<file path="config.mk">
export PLATFORM = sky130hd
export DESIGN_NAME = i2s_tx_serializer
export DESIGN_NICKNAME = d
export VERILOG_FILES = /design/src/rtl/i2s_tx_serializer.sv
export SDC_FILE = /design/constraint.sdc
export NUM_CORES = 1
export LEC_CHECK = 0
export CAP_MARGIN = 20
export CORE_ASPECT_RATIO = 0.5
export CORE_MARGIN = 4
export CORE_UTILIZATION = 51
export DETAILED_ROUTE_END_ITERATION = 8
export PLACE_DENSITY = 0.78
export SLEW_MARGIN = 20
export SYNTH_ARGS = -nofsm -noshare
export SYNTH_HDL_FRONTEND = slang
export SYNTH_SLANG_ARGS = --single-unit
</file>
<file path="constraint.sdc">
create_clock -name clk -period 3.5 [get_ports clk]
set_input_delay 0.7 -clock clk [delete_from_list [all_inputs] [get_ports clk]]
set_output_delay 0.7 -clock clk [all_outputs]
set_load 0.03 [all_outputs]
</file>
<file path="src/rtl/i2s_tx_serializer.sv">
// Philips I2S transmitter: captures strobed 24-bit L/R PCM samples and serializes
// them as BCLK/LRCLK/SDATA, with both bit clocks derived from mclk by clock enables.
module i2s_tx_serializer #(
  parameter int DATA_BITS = 24,
  parameter int SLOT_BITS = 32,
  parameter int BCLK_DIV  = 8
) (
  input  logic                 clk,
  input  logic                 reset,
  input  logic                 run,
  input  logic                 l_dout_valid,
  input  logic                 r_dout_valid,
  input  logic [DATA_BITS-1:0] l_pcm_data,
  input  logic [DATA_BITS-1:0] r_pcm_data,
  output logic                 bclk,
  output logic                 lrclk,
  output logic                 sdata,
  output logic                 frame_start,
  output logic                 underrun,
  output logic                 overrun
);

  localparam int FRAME_BITS = 2 * SLOT_BITS;
  localparam int DIV_W      = (BCLK_DIV > 1) ? $clog2(BCLK_DIV) : 1;
  localparam int BIT_W      = $clog2(FRAME_BITS);

  localparam logic [DIV_W-1:0] DIV_LAST = DIV_W'(BCLK_DIV - 1);
  localparam logic [BIT_W-1:0] BIT_LAST = BIT_W'(FRAME_BITS - 1);
  localparam logic [BIT_W-1:0] SLOT_K   = BIT_W'(SLOT_BITS);
  localparam logic [BIT_W-1:0] DATA_LIM = BIT_W'(DATA_BITS);

  logic [DIV_W-1:0]     div_cnt_r;
  logic [BIT_W-1:0]     bit_cnt_r;
  logic                 bclk_r, lrclk_r, sdata_r, frame_start_r, underrun_r, overrun_r;
  logic [DATA_BITS-1:0] hold_l_r, hold_r_r, frame_l_r, frame_r_r;
  logic                 l_pend_r, r_pend_r;

  logic                 tick_s, fall_s, load_s, ser_bit_s;
  logic [BIT_W-1:0]     bit_next_s, slot_pos_s;
  logic [DATA_BITS-1:0] frame_sel_s, shifted_s;

  // Divider terminal count, next bit position and the data bit for that position.
  always_comb begin
    tick_s      = 1'b0;
    fall_s      = 1'b0;
    load_s      = 1'b0;
    bit_next_s  = '0;
    slot_pos_s  = '0;
    frame_sel_s = '0;
    shifted_s   = '0;
    ser_bit_s   = 1'b0;

    tick_s = (div_cnt_r == DIV_LAST);
    fall_s = tick_s && bclk_r;
    if (bit_cnt_r == BIT_LAST) begin
      bit_next_s = '0;
    end else begin
      bit_next_s = bit_cnt_r + 1'b1;
    end
    load_s = fall_s && (bit_next_s == '0);

    if (bit_next_s >= SLOT_K) begin
      slot_pos_s  = bit_next_s - SLOT_K;
      frame_sel_s = frame_r_r;
    end else begin
      slot_pos_s  = bit_next_s;
      frame_sel_s = frame_l_r;
    end

    // Slot position 0 is the I2S one-bit delay; positions past the sample are padding.
    if ((slot_pos_s != '0) && (slot_pos_s <= DATA_LIM)) begin
      shifted_s = frame_sel_s << (slot_pos_s - 1'b1);
      ser_bit_s = shifted_s[DATA_BITS-1];
    end else begin
      ser_bit_s = 1'b0;
    end
  end

  // Clock-enable divider, serializer, frame load and sample capture.
  always_ff @(posedge clk or posedge reset) begin
    if (reset) begin
      div_cnt_r     <= '0;
      bit_cnt_r     <= BIT_LAST;
      bclk_r        <= 1'b0;
      lrclk_r       <= 1'b0;
      sdata_r       <= 1'b0;
      frame_start_r <= 1'b0;
      underrun_r    <= 1'b0;
      overrun_r     <= 1'b0;
      hold_l_r      <= '0;
      hold_r_r      <= '0;
      frame_l_r     <= '0;
      frame_r_r     <= '0;
      l_pend_r      <= 1'b0;
      r_pend_r      <= 1'b0;
    end else if (!run) begin
      div_cnt_r     <= '0;
      bit_cnt_r     <= BIT_LAST;
      bclk_r        <= 1'b0;
      lrclk_r       <= 1'b0;
      sdata_r       <= 1'b0;
      frame_start_r <= 1'b0;
      underrun_r    <= 1'b0;
      overrun_r     <= 1'b0;
      hold_l_r      <= '0;
      hold_r_r      <= '0;
      frame_l_r     <= '0;
      frame_r_r     <= '0;
      l_pend_r      <= 1'b0;
      r_pend_r      <= 1'b0;
    end else begin
      if (tick_s) begin
        div_cnt_r <= '0;
        bclk_r    <= ~bclk_r;
      end else begin
        div_cnt_r <= div_cnt_r + 1'b1;
      end

      frame_start_r <= load_s;

      if (fall_s) begin
        bit_cnt_r <= bit_next_s;
        lrclk_r   <= (bit_next_s >= SLOT_K);
        sdata_r   <= ser_bit_s;
      end

      if (load_s) begin
        frame_l_r <= hold_l_r;
        frame_r_r <= hold_r_r;
        if (!l_pend_r || !r_pend_r) begin
          underrun_r <= 1'b1;
        end
      end

      // A strobe landing on the load cycle refills the hold and keeps pend set.
      if (l_dout_valid) begin
        hold_l_r <= l_pcm_data;
        l_pend_r <= 1'b1;
        if (l_pend_r && !load_s) begin
          overrun_r <= 1'b1;
        end
      end else if (load_s) begin
        l_pend_r <= 1'b0;
      end

      if (r_dout_valid) begin
        hold_r_r <= r_pcm_data;
        r_pend_r <= 1'b1;
        if (r_pend_r && !load_s) begin
          overrun_r <= 1'b1;
        end
      end else if (load_s) begin
        r_pend_r <= 1'b0;
      end
    end
  end

  assign bclk        = bclk_r;
  assign lrclk       = lrclk_r;
  assign sdata       = sdata_r;
  assign frame_start = frame_start_r;
  assign underrun    = underrun_r;
  assign overrun     = overrun_r;

endmodule

</file>
---- Yosys cells after proc, flatten, opt, wreduce, memory -nomap -nowiden ----
Index checks and enable logic that the tools add are counted.
word-level totals
  register bits ........................... 113
  input bits .............................. 53
  output and inout port bits .............. 6
  word-level logic and storage cells ...... 80
cells by class
  add/sub/neg operators ................... 4
  magnitude comparators ................... 2
  eq/ne operators ......................... 10
  shift-type cells ........................ 1
  mux-type cells .......................... 36
  bitwise logic cells ..................... 1
  reductions and logical operators ........ 12
operators by type and width
  cell                                                                               count
  24-bit 2-to-1 mux                                                                  9
  6-bit 2-to-1 mux                                                                   4
  24-bit by 6-bit << shifter with 24-bit output                                      1
  1-bit 2-to-1 mux                                                                   21
  2-bit by 1-bit != test with 1-bit output (second input constant)                   6
  6-bit by 1-bit adder with 6-bit output (second input constant)                     1
  6-bit equality test (second input constant)                                        1
  6-bit greater-or-equal comparator (second input constant)                          1
  6-bit by 5-bit less-or-equal comparator with 1-bit output (second input constant)  1
  6-bit zero test                                                                    1
  3-bit 2-to-1 mux                                                                   2
  3-bit by 1-bit != test with 1-bit output (second input constant)                   2
  6-bit nonzero test                                                                 1
  6-bit by 1-bit subtractor with 6-bit output (second input constant)                1
  6-bit subtractor (second input constant)                                           1
  1-bit logical AND                                                                  5
  3-bit by 1-bit adder with 3-bit output (second input constant)                     1
  3-bit equality test (second input constant)                                        1
  1-bit zero test                                                                    3
  2-bit AND reduction                                                                1
  1-bit logical OR                                                                   1
  1-bit NOT                                                                          1

---- Depth between registers and ports, before layout ----
Gate-level depths: netlist of the first run.
  depth in word-level cells ............... 11
  mapped depth ............................ 11
  mapped depth without buffers ............ 8

---- Worst setup path before layout of the first run ----
No wires, ideal clock.
  kind .................................... reg2reg
  from .................................... register bit_cnt_r[1]
  to ...................................... register sdata_r (netlist: sdata)
  library setup time ...................... 0.130 ns
  arrival ................................. 2.354 ns
  required time ........................... 3.370 ns
  slack ................................... 1.016 ns
  cell stages (with the launch flop) ...... 12
  path buffers ............................ 3
  clock period less this slack ............ 2.484 ns
  cells stage by stage .................... dfstp_2 ha_1 buf_2 a21oi_1 o21ai_1 nand2_2 buf_6 buf_2 a2111oi_0 nor4_1 a211oi_1 o31ai_1
on the way
  longest elaborated chain between the ends .. 9
  elaborated cells on any way between the ends .. 15
  classes of those cells .................. 3 x add/sub; 2 x order compare; 1 x eq/ne; 1 x shift; 6 x mux; 2 x reduce/logical
RTL lines
  what                                                                                       RTL line  RTL
  from (decl)                                                                                33        logic [BIT_W-1:0] bit_cnt_r;
  from (signal assigned)                                                                     122       bit_cnt_r <= bit_next_s;
  6-bit by 1-bit adder with 6-bit output / 6-bit equality test (equally long branches)       58, 55
  6-bit 2-to-1 mux (*)                                                                       55        if (bit_cnt_r == BIT_LAST) begin
  6-bit subtractor / 6-bit greater-or-equal comparator (equally long branches)               63, 62
  6-bit 2-to-1 mux                                                                           62        if (bit_next_s >= SLOT_K) begin
  6-bit by 1-bit subtractor with 6-bit output (tied with other cells)                        72        shifted_s = frame_sel_s << (slot_pos_s - 1'b1);
  24-bit by 6-bit << shifter with 24-bit output / 1-bit logical AND (equally long branches)  72, 71
  1-bit 2-to-1 mux (*)                                                                       71        if ((slot_pos_s != '0) && (slot_pos_s <= DATA_LIM)) begin
  1-bit 2-to-1 mux (*)                                                                       121       if (fall_s) begin
  1-bit 2-to-1 mux (*)                                                                       96        end else if (!run) begin
  to (signal assigned)                                                                       124       sdata_r <= ser_bit_s;
  to (decl)                                                                                  34        logic bclk_r, lrclk_r, sdata_r, frame_start_r, underrun_r, overrun_r;
Every way passes the cells marked *; elsewhere a longest branch is shown, timed or not. The select of a mux whose other input is x is not followed.
A chain may end at the register's enable or synchronous reset.

---- Final worst setup path of the first run ----
  from .................................... register bit_cnt_r[0]
  to ...................................... register sdata_r (netlist: sdata)
Same word-level chain as after synthesis.

==> impl_metrics.json, run 1 <==
{
  "run_status": "finished, final reports clean",
  "place_ws_ns": 0.541,
  "place.port_buffers": 58,
  "overflow": 0,
  "fin_ws_ns": 0.478,
  "die_x_um": 157,
  "required_ns": 3.81,
  "syn_area_um2": 5630,
  "synth_mux_area_frac": 0.0984,
  "synth_top_family_by_area": "simple AND/OR/NAND/NOR gates",
  "cp_top_family": "simple AND/OR/NAND/NOR gates",
  "p_per_area_nw_per_um2": 482,
  "cts_hold_buf": 0,
  "whs_ns": 0.446,
  "routed_wl_mm": 13.3,
  "placedCellCount": 732,
  "fin_skew_ns": 0.00483,
  "final_cell_area_um2": 6890,
  "worst_hold_path_type": "flop to flop",
  "drc": 0,
  "drv_cap": 0,
  "cts_tree": "yes",
  "die_y_um": 82.3,
  "rows": 26,
  "antennaDiodeCount": 0,
  "layout_common_cells": "121 x nand2_1, 107 x dfrtp_1, 57 x clkdlybuf4s50_1",
  "worst_slew_pin_slew_ns": 0.922,
  "synth-xor-area-share": 0.00467,
  "dr.pass1.iters": 6,
  "crit_cells": 8,
  "grt_util_all_layers": 0.220,
  "fin_cells": 764,
  "finalCriticalPeriod_ns": 3.02,
  "crit_path_cell_trace": "ha_1 -> and4_1 -> a21o_1 -> nand2_1 -> and3_1 -> or4_1 -> a41o_1 -> o31ai_1",
  "synth_fp_nets": 624,
  "drtAntennaViolNets": 0,
  "path_max_fanout": 13,
  "clock-sinks": 113,
  "hold_violations": 0,
  "synth-main-ff-cell": "dfrtp_1",
  "io_pins": 59,
  "synth-seq-cells": 113,
  "final_common_cell": "nand2_1",
  "root_buffer": "clkbuf_16",
  "ir_drop_mv": 0.291,
  "p_leak_nw": 3.04,
  "crit_arrival_ns": 3.34,
  "placed_area_um2": 6280,
  "start_kind": "flop",
  "place_congestion": 0.936,
  "wl_per_cell_um": 17.4,
  "cts_setup_buffers": 0,
  "dp_hpwl_mm": 8.94,
  "clk_pin_slew_ns": 0.06,
  "maxClockFrequency_mhz": 331,
  "grt_max_degree": 114,
  "finalSetupViolations": 0,
  "vias_per_cell": 5.67,
  "grt_pass1_wl_mm": 21.9,
  "crit_path_max_incr_delay_ns": 0.63,
  "cts_max_path_buffers": 2,
  "cts_resized": 0,
  "setup_tns_ns": 0,
  "netlist_instances": 567,
  "ys_warn_count": 0,
  "slew-limit-headroom": 0.385,
  "async_reset_ff_frac": 1.00,
  "worstRegToRegCells": 8,
  "grt_pass1_vias": 4223,
  "yosys.area_share.simple": 0.202,
  "critPathCaptureType": "flop",
  "core-area_um2": 10500,
  "drt_iter0_drc": 382,
  "worstSetupPathType": "flop to flop",
  "grt_setup_unrepaired": "no",
  "whs_path_depth": 1,
  "initial_core_util": 0.538,
  "cp_slowest_cell": "dfstp_2",
  "final_net_count": 668,
  "clock_latency_ns": 0.41,
  "yosysUniqueCellTypes": 53,
  "slew_violations": 0,
  "dieArea_um2": 12900,
  "period_share": 0.863,
  "synth_edf_count": 0,
  "via_count": 4334,
  "htreeDepth": 4,
  "syn2layout_area_growth_pct": 22.3,
  "utilization": 0.657,
  "p_total_mw": 3.32,
  "numCtsBuffers": 17,
  "synth_adder_area_share": 0.00889,
  "layout-drive-gt1-share": 0.0978,
  "worst-path-buf-inv": 0,
  "synth-compound-area-share": 0.141,
  "antenna_found_initial": 0,
  "ys_seq_area_frac": 0.504,
  "avgSynthCellArea_um2": 9.93
}
## cell type report
type                    count  area [µm²]
inverters                   4        18.8
well taps                 140         175
flip-flops and latches    113        2840
repair buffers             71         673
fillers                   849        3590
multi-input cells         404        2570
clock buffers              21         480
clock inverters            11         128
## synth_stat cells (all sizes together) (2+ instances only)
cell       n  share of area
o21ai      9         0.0080
xor2       3         0.0047
o2111ai    2         0.0031
mux2i     52          0.092
a211o      2         0.0031
a22oi      2         0.0036
or4        2         0.0027
o211ai     4         0.0053
a31oi      2         0.0022
o32ai      3         0.0047
nand3      9         0.0089
dfstp      6          0.028
dfrtp    107           0.48
a21oi     11         0.0098
a2111oi    6         0.0093
clkbuf    25          0.017
o21a       2         0.0027
a32oi      2         0.0031
nand2    122          0.082
a21o       3         0.0040
nor2      12         0.0080
o31ai      2         0.0027
a21boi    49          0.065
mux2       3         0.0060
nor3       2         0.0018
and2      10          0.011
ha         4         0.0089
nor4       2         0.0033
a211oi     5         0.0067
buf       21          0.021
inv        4         0.0027
nor2b     53          0.059
and3      15          0.017
## sequential cells by signal (all words and copies together) (netlist names), 3 cells and up
signal	count
frame_l_r	24
frame_r_r	24
hold_l_r	24
hold_r_r	24
bit_cnt_r	6
div_cnt_r	3
## kinds of logic (layout without fill, tap and decap cells)
group	after synthesis	in the layout
and+or+nand+nor	233	233
DFF	113	113
AOI/OAI and AO/OA	109	109
muxes	55	55
buffers and inverters	50	107
adders and majority gates	4	4
xor gates and xnor gates	3	3
## worst paths after layout
path,startpoint,to,slack (ns)
max,bit_cnt_r[0],sdata,0.48
min,div_cnt_r[0],div_cnt_r[0],0.45
max reg2reg,bit_cnt_r[0],sdata,0.48
min reg2reg,div_cnt_r[0],div_cnt_r[0],0.45
max in group asynchronous,reset,bit_cnt_r[4],2.21
min in group asynchronous,reset,div_cnt_r[2],0.57
## routing by layer
layer / vias to the layer above / GRT usage / wire length [µm]
li1: 2033 / - / -
met1: 2129 / 0.326 / 6460
met2: 150 / 0.330 / 5770
met3: 22 / 0.0416 / 873
met4: 0 / 0.0684 / 188
met5: - / 0 / 0
## power by group
part	leakage (nW)	switching (mW)	internal (mW)	total, mW
Combinational	1.23	0.0891	0.109	0.198
Clock	0.292	0.625	1.13	1.75
Sequential	1.52	0.0213	1.34	1.37
Power figures use the tool's default switching activity.
==> run 2, diff against run 1 <==
--- a/config.mk
+++ b/config.mk
@@ -5,7 +5,6 @@
 export SDC_FILE = /design/constraint.sdc
 export NUM_CORES = 1
 export LEC_CHECK = 0
-export CAP_MARGIN = 20
 export CORE_ASPECT_RATIO = 0.5
 export CORE_MARGIN = 4
 export CORE_UTILIZATION = 51
==> results of run 2 <==
The final DEF is identical to that of run 1; final timing and power are the same.
